<file path="src/rtl/rp2serial.sv">
// rp2serial: region-proposal to bit-serial bridge.
//
// A batch of bounding-box corner pairs is captured from the RP block into a
// small register buffer. Each region is then streamed to the CNN side as two
// serial lines (x and y) paced by a clk/2 region clock.
//
// RP capture handshake: the RP offers a batch by raising region_valid with a
// non-zero num_obj and word 0 on region_x/region_y. The bridge answers with
// region_rd_en one edge later. Every edge that sees region_rd_en=1 and
// region_valid=1 consumes the presented word, and the RP presents the next
// word on the following cycle. region_valid low while region_rd_en is high
// ends the batch early.
//
// Optional build macro: RP2SERIAL_SORT_CORNERS_EN -- when defined, each region
// is normalised on capture so corner 1 holds the minimum x/y and corner 2 the
// maximum x/y.
module rp2serial #(
  parameter int MAX_NUM_OBJ = 16
) (
  input  logic       clk,
  input  logic       reset,
  input  logic       reset_new,
  input  logic [4:0] num_obj,
  input  logic [8:0] region_x,
  input  logic [8:0] region_y,
  input  logic       region_valid,
  output logic       region_rd_en,
  input  logic       cnn_rd_region,
  output logic       cnn_region_done,
  output logic       cnn_region_valid,
  output logic       cnn_region_x_bit,
  output logic       cnn_region_y_bit,
  output logic       cnn_region_clk
);

  localparam int DEPTH = 2 * MAX_NUM_OBJ;
  localparam int AW    = $clog2(DEPTH);
  localparam logic [5:0] MAX6   = 6'(MAX_NUM_OBJ);
  localparam logic [5:0] DEPTH6 = 6'(DEPTH);

  typedef enum logic {L_IDLE, L_CAPTURE} l_state_e;
  typedef enum logic [1:0] {S_IDLE, S_SEND, S_GAP} s_state_e;

  // region clock divider
  logic clk_div_q, clk_div_d;

  // loader state
  l_state_e   l_state_q, l_state_d;
  logic       rd_en_q, rd_en_d;
  logic [5:0] wcnt_q, wcnt_d;   // words consumed in this batch
  logic [5:0] tgt_q, tgt_d;     // 2*num_obj words expected
  logic [5:0] n_q, n_d;         // regions that fit in the buffer
  logic [17:0] mem_q [DEPTH];
  logic [17:0] mem_d [DEPTH];

  // serializer state
  s_state_e    s_state_q, s_state_d;
  logic [4:0]  bit_q, bit_d;
  logic [17:0] sx_q, sx_d;
  logic [17:0] sy_q, sy_d;
  logic        valid_q, valid_d;
  logic        xb_q, xb_d;
  logic        yb_q, yb_d;
  logic        done_q, done_d;
  logic [5:0]  cnt_q, cnt_d;    // regions available to send
  logic [5:0]  rp_q, rp_d;      // next region to send

  // loader -> serializer events
  logic       load_start;
  logic       load_done;
  logic [5:0] load_cnt;

  logic        upd;
  logic        start_ok;
  logic [AW-1:0] wr_idx;
  logic [AW-1:0] rd_a;
  logic [AW-1:0] rd_b;
  logic [17:0] c1;
  logic [17:0] c2;
  logic [5:0]  pairs;

  // The update slot is the edge where the region clock falls.
  assign upd    = clk_div_q;
  assign wr_idx = wcnt_q[AW-1:0];
  assign rd_a   = {rp_q[AW-2:0], 1'b0};
  assign rd_b   = {rp_q[AW-2:0], 1'b1};
  assign c1     = mem_q[rd_a];
  assign c2     = mem_q[rd_b];
  assign pairs  = {1'b0, wcnt_q[5:1]};

  assign region_rd_en     = rd_en_q;
  assign cnn_region_done  = done_q;
  assign cnn_region_valid = valid_q;
  assign cnn_region_x_bit = xb_q;
  assign cnn_region_y_bit = yb_q;
  assign cnn_region_clk   = clk_div_q;

  // Region clock: free-running toggle, only stopped by the full reset.
  always_comb begin
    clk_div_d = ~clk_div_q;
  end

  // Loader: grant a batch when the serializer is idle, then capture words.
  always_comb begin
    l_state_d  = l_state_q;
    rd_en_d    = rd_en_q;
    wcnt_d     = wcnt_q;
    tgt_d      = tgt_q;
    n_d        = n_q;
    mem_d      = mem_q;
    load_start = 1'b0;
    load_done  = 1'b0;
    load_cnt   = '0;
    case (l_state_q)
      L_IDLE: begin
        if (region_valid && (num_obj != 5'd0) && (s_state_q == S_IDLE)) begin
          load_start = 1'b1;
          l_state_d  = L_CAPTURE;
          rd_en_d    = 1'b1;
          wcnt_d     = '0;
          tgt_d      = {num_obj, 1'b0};
          n_d        = ({1'b0, num_obj} > MAX6) ? MAX6 : {1'b0, num_obj};
        end
      end
      L_CAPTURE: begin
        if (region_valid) begin
          // Words past the buffer depth are consumed but dropped.
          if (wcnt_q < DEPTH6) begin
            mem_d[wr_idx] = {region_x, region_y};
`ifdef RP2SERIAL_SORT_CORNERS_EN
            if (wcnt_q[0]) begin
              logic [AW-1:0] pair_idx;
              logic [8:0]    px;
              logic [8:0]    py;
              pair_idx = {wr_idx[AW-1:1], 1'b0};
              px       = mem_q[pair_idx][17:9];
              py       = mem_q[pair_idx][8:0];
              mem_d[pair_idx] = {((px < region_x) ? px : region_x),
                                 ((py < region_y) ? py : region_y)};
              mem_d[wr_idx]   = {((px < region_x) ? region_x : px),
                                 ((py < region_y) ? region_y : py)};
            end
`endif
          end
          wcnt_d = 6'(wcnt_q + 6'd1);
          if (6'(wcnt_q + 6'd1) == tgt_q) begin
            load_done = 1'b1;
            load_cnt  = n_q;
          end
        end else begin
          // RP stopped early: keep only the complete corner pairs.
          load_done = 1'b1;
          load_cnt  = (pairs > n_q) ? n_q : pairs;
        end
        if (load_done) begin
          l_state_d = L_IDLE;
          rd_en_d   = 1'b0;
        end
      end
      default: l_state_d = L_IDLE;
    endcase
  end

  // Serializer: one bit per region-clock period, changing only in update slots.
  always_comb begin
    s_state_d = s_state_q;
    bit_d     = bit_q;
    sx_d      = sx_q;
    sy_d      = sy_q;
    valid_d   = valid_q;
    xb_d      = xb_q;
    yb_d      = yb_q;
    done_d    = done_q;
    cnt_d     = cnt_q;
    rp_d      = rp_q;
    start_ok  = cnn_rd_region && (rp_q < cnt_q) && !load_start;
    if (upd) begin
      case (s_state_q)
        // The gap period ends at the next slot, which may start the next
        // region directly so back-to-back regions take 19 periods.
        S_IDLE, S_GAP: begin
          if (start_ok) begin
            s_state_d = S_SEND;
            bit_d     = '0;
            valid_d   = 1'b1;
            xb_d      = c1[17];
            yb_d      = c1[8];
            sx_d      = {c1[16:9], c2[17:9], 1'b0};
            sy_d      = {c1[7:0], c2[8:0], 1'b0};
          end else begin
            s_state_d = S_IDLE;
          end
        end
        S_SEND: begin
          if (bit_q == 5'd17) begin
            s_state_d = S_GAP;
            valid_d   = 1'b0;
            xb_d      = 1'b0;
            yb_d      = 1'b0;
            rp_d      = 6'(rp_q + 6'd1);
            if (6'(rp_q + 6'd1) == cnt_q) done_d = 1'b1;
          end else begin
            bit_d = 5'(bit_q + 5'd1);
            xb_d  = sx_q[17];
            yb_d  = sy_q[17];
            sx_d  = {sx_q[16:0], 1'b0};
            sy_d  = {sy_q[16:0], 1'b0};
          end
        end
        default: s_state_d = S_IDLE;
      endcase
    end
    // A new batch empties the buffer until its capture completes.
    if (load_start) begin
      cnt_d  = '0;
      rp_d   = '0;
      done_d = 1'b1;
    end
    if (load_done) begin
      cnt_d  = load_cnt;
      rp_d   = '0;
      done_d = (load_cnt == 6'd0);
    end
  end

  // Divider register: only the full reset stops it.
  always_ff @(posedge clk) begin
    if (reset) clk_div_q <= 1'b0;
    else       clk_div_q <= clk_div_d;
  end

  // Control registers: full or soft reset aborts capture and send.
  always_ff @(posedge clk) begin
    if (reset || reset_new) begin
      l_state_q <= L_IDLE;
      rd_en_q   <= 1'b0;
      wcnt_q    <= '0;
      tgt_q     <= '0;
      n_q       <= '0;
      s_state_q <= S_IDLE;
      bit_q     <= '0;
      sx_q      <= '0;
      sy_q      <= '0;
      valid_q   <= 1'b0;
      xb_q      <= 1'b0;
      yb_q      <= 1'b0;
      done_q    <= 1'b1;
      cnt_q     <= '0;
      rp_q      <= '0;
    end else begin
      l_state_q <= l_state_d;
      rd_en_q   <= rd_en_d;
      wcnt_q    <= wcnt_d;
      tgt_q     <= tgt_d;
      n_q       <= n_d;
      s_state_q <= s_state_d;
      bit_q     <= bit_d;
      sx_q      <= sx_d;
      sy_q      <= sy_d;
      valid_q   <= valid_d;
      xb_q      <= xb_d;
      yb_q      <= yb_d;
      done_q    <= done_d;
      cnt_q     <= cnt_d;
      rp_q      <= rp_d;
    end
  end

  // Region buffer: contents are meaningless once the count is cleared.
  always_ff @(posedge clk) begin
    mem_q <= mem_d;
  end

endmodule

</file>
<file path="config.mk">
export PLATFORM = sky130hd
export DESIGN_NAME = rp2serial
export DESIGN_NICKNAME = d
export VERILOG_FILES = /design/src/rtl/rp2serial.sv
export SDC_FILE = /design/constraint.sdc
export NUM_CORES = 1
export LEC_CHECK = 0
export ABC_AREA = 0
export CORE_ASPECT_RATIO = 0.9
export CORE_MARGIN = 1.5
export CORE_UTILIZATION = 35
export DETAILED_ROUTE_END_ITERATION = 6
export HOLD_SLACK_MARGIN = 0.1
export PLACE_DENSITY_LB_ADDON = 0.3
export SETUP_SLACK_MARGIN = 0.5
export SYNTH_ARGS = -nofsm -noshare
export SYNTH_HDL_FRONTEND = slang
export SYNTH_SLANG_ARGS = --single-unit
</file>
<file path="constraint.sdc">
create_clock -name clk -period 6.2 [get_ports clk]
set_input_delay 1.24 -clock clk [delete_from_list [all_inputs] [get_ports clk]]
set_output_delay 1.24 -clock clk [all_outputs]
set_load 0.02 [all_outputs]
</file>
==> run_summary.xml, run 1 <==
<?xml version="1.0" encoding="UTF-8"?>
<metrics>
  <group name="timing">
    <metric name="slew_viol_final" unit="">0</metric>
    <metric name="final.setup_skew" unit="ns">0.0301</metric>
    <metric name="post_route_fraction_of_the_period_consumed_by_the_critical_path" unit="">0.650</metric>
    <metric name="fmax" unit="MHz">248</metric>
    <metric name="slew_headroom" unit="">0.159</metric>
    <metric name="tightest_slew" unit="ns">1.26</metric>
    <metric name="tns" unit="ns">0</metric>
    <metric name="final_period_minus_worst_setup_slack" unit="ns">4.03</metric>
    <metric name="grt_setup_unrepaired" unit="">false</metric>
    <metric name="timing.final.setup_violations" unit="">0</metric>
    <metric name="hold_viol" unit="">0</metric>
  </group>
  <group name="clocking">
    <metric name="htreeDepth" unit="">3</metric>
    <metric name="post_cts.resized_instances" unit="">0</metric>
    <metric name="tritoncts_clock_tree" unit="">done</metric>
    <metric name="clk_pin_slew" unit="ns">0.06</metric>
    <metric name="postCtsSetupRepairBufs" unit="">0</metric>
    <metric name="cts_root_buffer" unit="">sky130_fd_sc_hd__clkbuf_16</metric>
    <metric name="cts_made_buffers" unit="">69</metric>
    <metric name="clock_insertion_delay_at_the_later_pin_of_the_skew_report" unit="ns">0.62</metric>
    <metric name="max-clock-path-buffers" unit="">3</metric>
    <metric name="cts.sinks" unit="">651</metric>
    <metric name="cts.hold.buffers_added" unit="">0</metric>
  </group>
  <group name="routing">
    <metric name="initialDrtViolationCount" unit="">1108</metric>
    <metric name="postRouteWirelength" unit="um">59300</metric>
    <metric name="routed-via-count" unit="">12833</metric>
    <metric name="wl_per_cell" unit="um">24.6</metric>
    <metric name="drt_pass_1_iters" unit="">7</metric>
    <metric name="drt-vias-per-instance" unit="">5.32</metric>
    <metric name="drc" unit="">0</metric>
    <metric name="route.antenna.remaining_nets" unit="">0</metric>
  </group>
  <group name="logic_synthesis">
    <metric name="syn_area" unit="um2">25600</metric>
    <metric name="post_synth_inst_count" unit="">1338</metric>
    <metric name="synthesized_netlist_net_count" unit="">1383</metric>
    <metric name="netlist_cell_types" unit="">52</metric>
    <metric name="yosys_warnings" unit="">0</metric>
    <metric name="asyncSetResetFlopFracSynth" unit="">0</metric>
    <metric name="synth_sequential_area_ratio" unit="">0.736</metric>
    <metric name="postSynth.topFlopCell" unit="">sky130_fd_sc_hd__edfxtp_1</metric>
    <metric name="synth_top_area_cell" unit="">sky130_fd_sc_hd__edfxtp_1</metric>
    <metric name="ys_seq_elements" unit="">651</metric>
    <metric name="synth.area.top_cells" unit="">sky130_fd_sc_hd__edfxtp_1 (68%), sky130_fd_sc_hd__mux4_2 (16%), sky130_fd_sc_hd__dfxtp_1 (5.9%)</metric>
    <metric name="area_share_of_the_leading_cell_type_in_the_synthesized_netlist" unit="">0.677</metric>
    <metric name="synth_enable_flop_cells" unit="">576</metric>
    <metric name="syn-mean-instance-area" unit="um2">19.1</metric>
  </group>
  <group name="worst_hold_path">
    <metric name="min_path_type" unit="">reg2reg</metric>
  </group>
  <group name="global_route">
    <metric name="first_pass_grt_wire_length" unit="um">87100</metric>
    <metric name="global_route.overflow_total" unit="">0</metric>
    <metric name="vias_in_the_first_global_route" unit="">12381</metric>
    <metric name="grt_max_degree" unit="">70</metric>
    <metric name="antenna_found_initial" unit="">3</metric>
    <metric name="groute.usage.overall" unit="">0.162</metric>
  </group>
  <group name="setup_path">
    <metric name="critical_path_class" unit="">in2reg</metric>
    <metric name="crit_fanout" unit="">18</metric>
    <metric name="cp-start-kind" unit="">primary input</metric>
    <metric name="worst-path-buf-inv" unit="">1</metric>
    <metric name="cp.required" unit="ns">6.41</metric>
    <metric name="worst_path_most_repeated_cell" unit="">sky130_fd_sc_hd__nand2_1</metric>
    <metric name="cp-end-kind" unit="">flop</metric>
    <metric name="timing.critical_path.max_delay_family" unit="">simple AND/OR/NAND/NOR gates</metric>
    <metric name="timing.critical_path.slowest_cell_delay" unit="ns">0.96</metric>
    <metric name="worst_path_max_delay_cell" unit="">sky130_fd_sc_hd__nor2_2</metric>
    <metric name="critical_path_arrival" unit="ns">4.24</metric>
    <metric name="path_cells" unit="">clkdlybuf4s50_1 &gt; nand2_1 &gt; nor2_1 &gt; nand2_1 &gt; nor2_2</metric>
  </group>
  <group name="placement">
    <metric name="routabilityCongestion" unit="">0.823</metric>
    <metric name="dp_hpwl" unit="um">36200</metric>
    <metric name="buffer_ports.inserted" unit="">33</metric>
    <metric name="post-place-cells" unit="">2284</metric>
  </group>
  <group name="final_layout">
    <metric name="layout-drive-gt1-share" unit="">0.250</metric>
    <metric name="layout.cells.most_common" unit="">sky130_fd_sc_hd__edfxtp_1</metric>
    <metric name="num-nets-final" unit="">1450</metric>
    <metric name="final_cell_mix" unit="">sky130_fd_sc_hd__edfxtp_1 (576), sky130_fd_sc_hd__mux4_2 (180), sky130_fd_sc_hd__nand2_1 (109), sky130_fd_sc_hd__clkbuf_16 (72), sky130_fd_sc_hd__dfxtp_1 (71)</metric>
    <metric name="layout.cells.non_filler" unit="">2412</metric>
    <metric name="finish.utilization" unit="">0.408</metric>
    <metric name="syn_to_layout_area_delta" unit="%">15.0</metric>
  </group>
  <group name="power">
    <metric name="leakagePower" unit="uW">0.00883</metric>
    <metric name="total_power_divided_by_cell_area" unit="nW/um2">305</metric>
    <metric name="peakVddDrop" unit="mV">0.199</metric>
  </group>
  <group name="floorplan">
    <metric name="die_h" unit="um">259</metric>
    <metric name="std_cell_rows" unit="">93</metric>
    <metric name="floorplan.io_pins" unit="">34</metric>
    <metric name="width_of_the_chip" unit="um">288</metric>
    <metric name="design.core.area" unit="um2">71900</metric>
    <metric name="die_area" unit="um2">74600</metric>
    <metric name="effective_utilization_at_floorplan" unit="">0.355</metric>
  </group>
  <group name="run">
    <metric name="max_cap_violations" unit="">0</metric>
  </group>
  <group name="status">
    <metric name="run_status" unit="">complete, no violations</metric>
  </group>
</metrics>
==> synth_stat cells, drive strengths merged, types with 2 or more instances <==
library cell,n
edfxtp,576
mux4,180
nand2,109
dfxtp,75
nor2,65
o21ai,49
clkbuf,47
a31oi,34
a21oi,31
nand3,27
buf,25
ha,17
inv,17
xnor2,12
xor2,10
nor3,7
nand2b,6
a21o,4
and3,4
nand3b,4
nor4,4
nor2b,3
a211oi,2
a41oi,2
mux2i,2
nand4,2
nor3b,2
o21a,2
o22ai,2
or2,2
or3,2
or3b,2
or4,2
==> routing by layer <==
layer	track usage	share of wire	wire length [um]
met2	0.220	0.42	25200
met1	0.260	0.48	28600
met3	0.0364	0.076	4510
met5	0	0	0
met4	0.0359	0.018	1050
==> power breakdown <==
group / switching (uW) / leakage, uW / internal, uW
clock network: 1690 / 0.00109 / 2350
registers: 5.99 / 0.00578 / 4770
logic: 114 / 0.00195 / 38.6
total: 1810 / 0.00883 / 7160
==> flip-flops by register name, indices dropped and copies added (netlist names), 6 cells and up <==
signal	cells
mem_q	576
rp_q	6
sx_q	17
sy_q	17
wcnt_q	6
==> cell families (layout without fill, tap and decap cells) <==
logic type / Yosys count / in the layout / synth area share
xor+xnor: 22 / 22 / 0.00754
compound gates: 132 / 132 / 0.0297
other cells: 0 / 1 / 0
fa+ha+maj: 17 / 17 / 0.00832
simple gates: 245 / 245 / 0.0443
buf+inv: 89 / 212 / 0.0149
mux: 182 / 182 / 0.159
flops: 651 / 651 / 0.736
==> final cells by class <==
cell class / instances / area (um2)
diodes: 1 / 2.50
clock buffers: 93 / 1910
clock inverters: 34 / 328
fillers: 6370 / 42500
inverters: 17 / 63.8
multi-input cells: 598 / 6460
flip-flops and latches: 651 / 18800
well taps: 950 / 1190
repair buffers: 68 / 608
==> metrics by stage <==
| stage | hold slack (ns) | setup slack (ns) | total power, uW | area [um2] |
|---|---|---|---|---|
| global placement | 0.445 | 1.68 | 5020 | 27100 |
| detailed placement | 0.460 | 1.56 | 5020 | 27100 |
| CTS | 0.470 | 2.19 | 9060 | 29400 |
| floorplan | 0.437 | 2.99 | 4910 | 25600 |
| finish | 0.472 | 2.17 | 8970 | 29400 |
| global route | 0.484 | 1.99 | 9250 | 29400 |
==> worst min-delay path, cell delays in order, from the launching register on <==
cell,delay (ns)
sky130_fd_sc_hd__dfxtp_1,0.32
sky130_fd_sc_hd__nand2_1,0.05
sky130_fd_sc_hd__a21oi_1,0.05
==> worst paths after layout <==
path	startpoint	end	slack, ns	cells past startpoint
worst max-delay path	region_valid	mem_q[546]	2.17	5
worst min-delay path	sy_q[1]	sy_q[1]	0.47	2
worst max register to register	l_state_q	mem_q[546]	2.90	4
worst min register to register	sy_q[1]	sy_q[1]	0.47	2
(Power assumes the default switching activity.)
==> run 2, diff against run 1 <==
clock period = 4.1 ns   (was 6.2 ns; I/O delays follow)
==> run 2 against run 1 <==
Against the previous run: sequential share of layout area is 0.11 points lower; register-to-register slack worse by 1.7 ns; die area stayed put; global-route usage is 0.44 points lower; worst setup slack worse by 1.1 ns; critical path depth is 4 higher; critical path type unchanged; largest cell class unchanged.
==> run_summary.xml, run 2 (same netlist as run 1, synthesis figures left out) <==
<?xml version="1.0" encoding="UTF-8"?>
<metrics>
  <group name="placement">
    <metric name="routabilityCongestion" unit="">0.759</metric>
    <metric name="preCtsSetupSlack" unit="ns">0.529</metric>
    <metric name="dp_hpwl" unit="um">32500</metric>
    <metric name="buffer_ports.inserted" unit="">33</metric>
    <metric name="post_detailed_placement_cell_area" unit="um2">27300</metric>
    <metric name="post-place-cells" unit="">2302</metric>
  </group>
  <group name="power">
    <metric name="peakVddDrop" unit="mV">0.294</metric>
    <metric name="power.share.switching" unit="">0.205</metric>
    <metric name="power.sequential.fraction" unit="">0.544</metric>
    <metric name="leakagePower" unit="uW">0.00890</metric>
    <metric name="clock_power_share" unit="">0.441</metric>
    <metric name="power_report.internal_total" unit="uW">10600</metric>
    <metric name="total_power_divided_by_cell_area" unit="nW/um2">451</metric>
    <metric name="total_switching_power" unit="uW">2720</metric>
    <metric name="combPwrFrac" unit="">0.015</metric>
  </group>
  <group name="routing">
    <metric name="route.antenna.remaining_nets" unit="">0</metric>
    <metric name="postRouteWirelength" unit="um">57200</metric>
    <metric name="drt-vias-per-instance" unit="">5.29</metric>
    <metric name="wl_per_cell" unit="um">23.6</metric>
    <metric name="routed-via-count" unit="">12833</metric>
    <metric name="drt_pass_1_iters" unit="">7</metric>
    <metric name="drc" unit="">0</metric>
    <metric name="initialDrtViolationCount" unit="">1115</metric>
  </group>
  <group name="final_layout">
    <metric name="regMostFlops" unit="">mem_q</metric>
    <metric name="syn_to_layout_area_delta" unit="%">15.2</metric>
    <metric name="num-nets-final" unit="">1467</metric>
    <metric name="antenna_cells_inserted" unit="">0</metric>
    <metric name="finish.utilization" unit="">0.409</metric>
    <metric name="largest_reg_flops" unit="">576</metric>
    <metric name="layout.cells.most_common" unit="">sky130_fd_sc_hd__edfxtp_1</metric>
    <metric name="layout-drive-gt1-share" unit="">0.260</metric>
    <metric name="final_cell_mix" unit="">sky130_fd_sc_hd__edfxtp_1 (576), sky130_fd_sc_hd__mux4_2 (180), sky130_fd_sc_hd__nand2_1 (109), sky130_fd_sc_hd__dfxtp_1 (71), sky130_fd_sc_hd__clkbuf_16 (69)</metric>
    <metric name="layout.cells.non_filler" unit="">2427</metric>
    <metric name="biggestRegsByFlops" unit="">mem_q: 576 flops, sx_q: 17 flops, sy_q: 17 flops</metric>
    <metric name="design_area" unit="um2">29400</metric>
  </group>
  <group name="setup_path">
    <metric name="critical_path_class" unit="">in2reg</metric>
    <metric name="cp-end-kind" unit="">flop</metric>
    <metric name="cp-start-kind" unit="">primary input</metric>
    <metric name="critical_path_arrival" unit="ns">3.53</metric>
    <metric name="timing.critical_path.max_delay_family" unit="">simple AND/OR/NAND/NOR gates</metric>
    <metric name="crit_fanout" unit="">40</metric>
    <metric name="worst_path_max_delay_cell" unit="">sky130_fd_sc_hd__or4_4</metric>
    <metric name="timing.critical_path.slowest_cell_delay" unit="ns">0.56</metric>
    <metric name="worst-path-buf-inv" unit="">2</metric>
    <metric name="cp.required" unit="ns">4.62</metric>
    <metric name="path_cells" unit="">clkdlybuf4s50_1 &gt; or4_4 &gt; o21a_1 &gt; nor4_4 &gt; o21ai_2 &gt; nor2_8 &gt; buf_12 &gt; o21ai_0 &gt; a31oi_1</metric>
  </group>
  <group name="global_route">
    <metric name="grt_max_degree" unit="">65</metric>
    <metric name="groute.usage.overall" unit="">0.157</metric>
    <metric name="antenna_found_initial" unit="">2</metric>
    <metric name="vias_in_the_first_global_route" unit="">13192</metric>
    <metric name="global_route.overflow_total" unit="">0</metric>
    <metric name="first_pass_grt_wire_length" unit="um">86400</metric>
  </group>
  <group name="clocking">
    <metric name="postCtsSetupRepairBufs" unit="">0</metric>
    <metric name="cts_root_buffer" unit="">sky130_fd_sc_hd__clkbuf_16</metric>
    <metric name="max-clock-path-buffers" unit="">3</metric>
    <metric name="tritoncts_clock_tree" unit="">done</metric>
    <metric name="clk_pin_slew" unit="ns">0.06</metric>
    <metric name="cts.hold.buffers_added" unit="">0</metric>
    <metric name="cts_made_buffers" unit="">68</metric>
    <metric name="cts.sinks" unit="">651</metric>
    <metric name="htreeDepth" unit="">3</metric>
    <metric name="clock_insertion_delay_at_the_later_pin_of_the_skew_report" unit="ns">0.62</metric>
    <metric name="post_cts.resized_instances" unit="">0</metric>
  </group>
  <group name="timing">
    <metric name="grt_setup_unrepaired" unit="">false</metric>
    <metric name="post_route_setup_slack" unit="ns">1.10</metric>
    <metric name="final_period_minus_worst_setup_slack" unit="ns">3.00</metric>
    <metric name="fmax" unit="MHz">333</metric>
    <metric name="post_route_fraction_of_the_period_consumed_by_the_critical_path" unit="">0.733</metric>
    <metric name="tightest_slew" unit="ns">1.20</metric>
    <metric name="hold_viol" unit="">0</metric>
    <metric name="timing.final.setup_violations" unit="">0</metric>
    <metric name="tns" unit="ns">0</metric>
    <metric name="final.setup_skew" unit="ns">0.0385</metric>
    <metric name="slew_headroom" unit="">0.197</metric>
    <metric name="slew_viol_final" unit="">0</metric>
  </group>
  <group name="floorplan">
    <metric name="die_area" unit="um2">74600</metric>
    <metric name="design.core.area" unit="um2">71900</metric>
    <metric name="width_of_the_chip" unit="um">288</metric>
    <metric name="floorplan.io_pins" unit="">34</metric>
    <metric name="std_cell_rows" unit="">93</metric>
    <metric name="effective_utilization_at_floorplan" unit="">0.355</metric>
    <metric name="die_h" unit="um">259</metric>
  </group>
  <group name="status">
    <metric name="run_status" unit="">complete, no violations</metric>
  </group>
  <group name="run">
    <metric name="max_cap_violations" unit="">0</metric>
  </group>
  <group name="worst_hold_path">
    <metric name="min_path_type" unit="">reg2reg</metric>
  </group>
</metrics>
## run 2: cell count changes in the layout (fill, tap and decap cells not counted), moves of 3 or more
cell,change
sky130_fd_sc_hd__buf_4,+16
sky130_fd_sc_hd__inv_6,+3
sky130_fd_sc_hd__clkbuf_16,-3
sky130_fd_sc_hd__clkbuf_1,-9
sky130_fd_sc_hd__clkinv_1,+4
sky130_fd_sc_hd__clkinv_2,+7
## run 2: final timing paths
path | start | to | slack (ns) | cells past startpoint
max reg2reg | wcnt_q[2] | cnn_region_done | 1.25 | 7
min | sx_q[8] | sx_q[9] | 0.44 | 2
min reg2reg | sx_q[8] | sx_q[9] | 0.44 | 2
max | num_obj[0] | sx_q[2] | 1.10 | 9
## run 2: cell type report
class,instances,area (um2)
Clock buffer,81,1790
Clock inverter,44,330
Fill cell,6333,42500
Inverter,17,63.8
Multi-Input combinational cell,598,6460
Sequential cell,651,18800
Tap cell,950,1190
Timing Repair Buffer,86,778
## run 2: worst register-to-register path: stages (launching register included)
cell	delay (ns)
sky130_fd_sc_hd__dfxtp_1	0.70
sky130_fd_sc_hd__nand3_2	0.32
sky130_fd_sc_hd__nor3_2	0.31
sky130_fd_sc_hd__xnor2_1	0.13
sky130_fd_sc_hd__nor4_1	0.68
sky130_fd_sc_hd__a41oi_1	0.29
sky130_fd_sc_hd__o2111ai_1	0.21
sky130_fd_sc_hd__o21ai_0	0.11
## run 2: through the flow
stage	total power, uW	hold WS [ns]
after global routing	13700	0.483
final	13300	0.442
after floorplan	7420	0.437
after detailed placement	7560	0.463
after CTS	13400	0.447
after global placement	7550	0.455
## run 2: metal layers
metal	routed length, um	share of wire	global-route usage	vias to the layer above
met3	3290	0.057	0.0304	88
met5	27	0.00047	0	-
met2	26900	0.47	0.245	343
met4	1090	0.019	0.0401	4
met1	26000	0.45	0.227	6811
li1	-	-	-	5587
## run 2: power by group through the flow
| stage | Sequential, uW | Clock (uW) | Combinational [uW] |
|---|---|---|---|
| floorplan | 7360 | 0 | 58.1 |
| global placement | 7370 | 0 | 186 |
| detailed placement | 7370 | 0 | 196 |
| CTS | 7230 | 5990 | 196 |
| global route | 7220 | 6230 | 215 |
| finish | 7230 | 5860 | 194 |
==> run 3, diff against run 2 <==
clock period = 2.97 ns   (was 4.1 ns; I/O delays follow)
==> run 3 against run 2 <==
Against the previous run: power is 37% higher; critical path depth stayed put; register-to-register slack worse by 0.66 ns; critical endpoint is now cnn_region_done; global-route usage is 0.30 points higher; wire length is 3.6% higher; cell count is 1.5% higher; critical path type is now reg2reg; sequential cell count stayed put; core utilization is 0.82 points higher.
==> run_summary.xml, run 3 (same netlist as run 1, synthesis figures left out) <==
<?xml version="1.0" encoding="UTF-8"?>
<metrics>
  <group name="timing">
    <metric name="final.setup_skew" unit="ns">0.0242</metric>
    <metric name="final_period_minus_worst_setup_slack" unit="ns">2.38</metric>
    <metric name="timing.final.setup_violations" unit="">0</metric>
    <metric name="tightest_slew" unit="ns">0.609</metric>
    <metric name="post_route_fraction_of_the_period_consumed_by_the_critical_path" unit="">0.802</metric>
    <metric name="slew_headroom" unit="">0.590</metric>
    <metric name="slew_viol_final" unit="">0</metric>
    <metric name="hold_viol" unit="">0</metric>
    <metric name="tns" unit="ns">0</metric>
    <metric name="grt_setup_unrepaired" unit="">true</metric>
    <metric name="fmax" unit="MHz">420</metric>
  </group>
  <group name="floorplan">
    <metric name="floorplan.io_pins" unit="">34</metric>
    <metric name="std_cell_rows" unit="">93</metric>
    <metric name="design.core.area" unit="um2">71900</metric>
    <metric name="die_area" unit="um2">74600</metric>
    <metric name="width_of_the_chip" unit="um">288</metric>
    <metric name="effective_utilization_at_floorplan" unit="">0.355</metric>
    <metric name="die_h" unit="um">259</metric>
  </group>
  <group name="power">
    <metric name="leakagePower" unit="uW">0.00913</metric>
    <metric name="total_switching_power" unit="uW">3670</metric>
    <metric name="total_power" unit="uW">18200</metric>
    <metric name="clock_power_share" unit="">0.437</metric>
    <metric name="power.sequential.fraction" unit="">0.546</metric>
    <metric name="power.share.switching" unit="">0.201</metric>
    <metric name="peakVddDrop" unit="mV">0.479</metric>
    <metric name="total_power_divided_by_cell_area" unit="nW/um2">608</metric>
    <metric name="power_report.internal_total" unit="uW">14600</metric>
    <metric name="combPwrFrac" unit="">0.017</metric>
  </group>
  <group name="final_layout">
    <metric name="area_of_combinational_cells_with_multiple_inputs" unit="um2">6500</metric>
    <metric name="filler_cells_inserted" unit="">6342</metric>
    <metric name="layout.cells.most_common" unit="">sky130_fd_sc_hd__edfxtp_1</metric>
    <metric name="register_area" unit="um2">18800</metric>
    <metric name="layout-drive-gt1-share" unit="">0.285</metric>
    <metric name="num-nets-final" unit="">1512</metric>
    <metric name="syn_to_layout_area_delta" unit="%">17.5</metric>
    <metric name="finish.utilization" unit="">0.417</metric>
    <metric name="regMostFlops" unit="">mem_q</metric>
    <metric name="largest_reg_flops" unit="">576</metric>
    <metric name="final_cell_mix" unit="">sky130_fd_sc_hd__edfxtp_1 (576), sky130_fd_sc_hd__mux4_2 (180), sky130_fd_sc_hd__nand2_1 (109), sky130_fd_sc_hd__buf_4 (81), sky130_fd_sc_hd__dfxtp_1 (68)</metric>
    <metric name="biggestRegsByFlops" unit="">mem_q: 576 flops, sx_q: 17 flops, sy_q: 17 flops</metric>
    <metric name="antenna_cells_inserted" unit="">0</metric>
  </group>
  <group name="global_route">
    <metric name="antenna_found_initial" unit="">1</metric>
    <metric name="grt_max_degree" unit="">58</metric>
    <metric name="global_route.overflow_total" unit="">0</metric>
    <metric name="global_route.usage.met1" unit="">0.236</metric>
    <metric name="groute.usage.overall" unit="">0.160</metric>
    <metric name="grt.met2_usage" unit="">0.250</metric>
    <metric name="first_pass_grt_wire_length" unit="um">87800</metric>
    <metric name="grt_max_usage_layer" unit="">met2</metric>
    <metric name="gr_met3_demand_resource" unit="">0.0205</metric>
    <metric name="vias_in_the_first_global_route" unit="">13270</metric>
  </group>
  <group name="setup_path">
    <metric name="critical_path_class" unit="">reg2reg</metric>
    <metric name="r2r_cells" unit="">9</metric>
    <metric name="cp-end-kind" unit="">flop</metric>
    <metric name="timing.critical_path.to" unit="">cnn_region_done</metric>
    <metric name="regToRegEndpoint" unit="">cnn_region_done</metric>
    <metric name="timing.reg2reg.setup_slack" unit="ns">0.59</metric>
    <metric name="worstReg2RegStart" unit="">n_q[3]</metric>
    <metric name="cp-start-kind" unit="">flop</metric>
    <metric name="crit_fanout" unit="">5</metric>
    <metric name="crit_start" unit="">n_q[3]</metric>
    <metric name="critical_path_arrival" unit="ns">2.94</metric>
    <metric name="cp.required" unit="ns">3.53</metric>
  </group>
  <group name="routing">
    <metric name="drc" unit="">0</metric>
    <metric name="initialDrtViolationCount" unit="">1205</metric>
    <metric name="postRouteWirelength" unit="um">59300</metric>
    <metric name="wl_per_cell" unit="um">24.1</metric>
    <metric name="drt-vias-per-instance" unit="">5.24</metric>
    <metric name="drt_pass_1_iters" unit="">5</metric>
    <metric name="routed-via-count" unit="">12920</metric>
    <metric name="route.antenna.remaining_nets" unit="">0</metric>
  </group>
  <group name="clocking">
    <metric name="cts.sinks" unit="">651</metric>
    <metric name="clk_pin_slew" unit="ns">0.07</metric>
    <metric name="cts_made_buffers" unit="">61</metric>
    <metric name="htreeDepth" unit="">2</metric>
    <metric name="cts_root_buffer" unit="">sky130_fd_sc_hd__clkbuf_16</metric>
    <metric name="clock_insertion_delay_at_the_later_pin_of_the_skew_report" unit="ns">0.65</metric>
    <metric name="tritoncts_clock_tree" unit="">done</metric>
    <metric name="cts.hold.buffers_added" unit="">0</metric>
    <metric name="max-clock-path-buffers" unit="">3</metric>
  </group>
  <group name="placement">
    <metric name="buffer_ports.inserted" unit="">33</metric>
    <metric name="dp_hpwl" unit="um">35100</metric>
    <metric name="routabilityCongestion" unit="">0.788</metric>
  </group>
  <group name="worst_hold_path">
    <metric name="holdPathStages" unit="">2</metric>
    <metric name="min_path_type" unit="">reg2reg</metric>
  </group>
  <group name="run">
    <metric name="max_cap_violations" unit="">0</metric>
  </group>
  <group name="status">
    <metric name="run_status" unit="">complete, no violations</metric>
  </group>
</metrics>
[run 3: cell types whose count changed in the layout (fill, tap and decap cells not counted), sizes merged]
cell,previous run,this run
clkinv,37,22
clkbuf,81,74
buf,53,105
clkinvlp,1,6
bufinv,2,8
inv,21,17
[run 3: area by class of cell]
class                   instances  area share
clock inverters                36      0.0143
well taps                     950      0.0396
inverters                      17     0.00213
clock buffers                  74      0.0532
multi-input cells             598       0.217
repair buffers                138      0.0473
flip-flops and latches        651       0.627
[run 3: worst min path at each step]
stage / startpoint / to
3_5_place_dp: sx_q[1] / sx_q[1]
5_1_grt: sx_q[14] / sx_q[15]
4_1_cts: sx_q[1] / sx_q[1]
3_3_place_gp: cnn_region_done / cnn_region_done
6_report: sx_q[1] / sx_q[1]
2_1_floorplan: sx_q[1] / sx_q[1]
[run 3: power groups by stage]
stage / registers, uW / logic (uW) / clock network (uW)
floorplan: 10200 / 80.2 / 0
global placement: 10200 / 291 / 0
detailed placement: 10200 / 306 / 0
CTS: 9960 / 307 / 8120
global route: 9960 / 338 / 8440
finish: 9960 / 308 / 7970
[run 3: worst max-delay path, stage by stage (launching register included)]
cell and delay [ns]:
sky130_fd_sc_hd__dfxtp_1 0.43, sky130_fd_sc_hd__inv_1 0.08, sky130_fd_sc_hd__ha_1 0.28, sky130_fd_sc_hd__and3_1 0.19, sky130_fd_sc_hd__o21ai_0 0.11, sky130_fd_sc_hd__a32oi_2 0.35
sky130_fd_sc_hd__mux2i_1 0.15, sky130_fd_sc_hd__a41oi_1 0.31, sky130_fd_sc_hd__o2111ai_1 0.24, sky130_fd_sc_hd__o21ai_0 0.18
[run 3: repair_timing]
item,in CTS,in global routing
gates resized for setup,2,8
pin swaps,0,2
buffers inserted,0,4
endpoints found under the setup margin,2,44
[run 3: layer usage]
layer	up-vias	share of wire
li1	5654	-
met1	6859	0.46
met2	326	0.47
met3	81	0.045
met4	0	0.022
met5	-	0
[run 3: per-stage QoR]
| stage | worst slack, ns | hold slack [ns] | instances | area, um2 |
|---|---|---|---|---|
| global route | 0.453 | 0.492 | 2464 | 30000 |
| global placement | -0.0164 | 0.455 | 2350 | 27900 |
| floorplan | 0.403 | 0.437 | 1338 | 25600 |
| detailed placement | -0.0222 | 0.458 | 2350 | 27900 |
| finish | 0.589 | 0.469 | 2464 | 30000 |
| CTS | 0.483 | 0.468 | 2460 | 30000 |
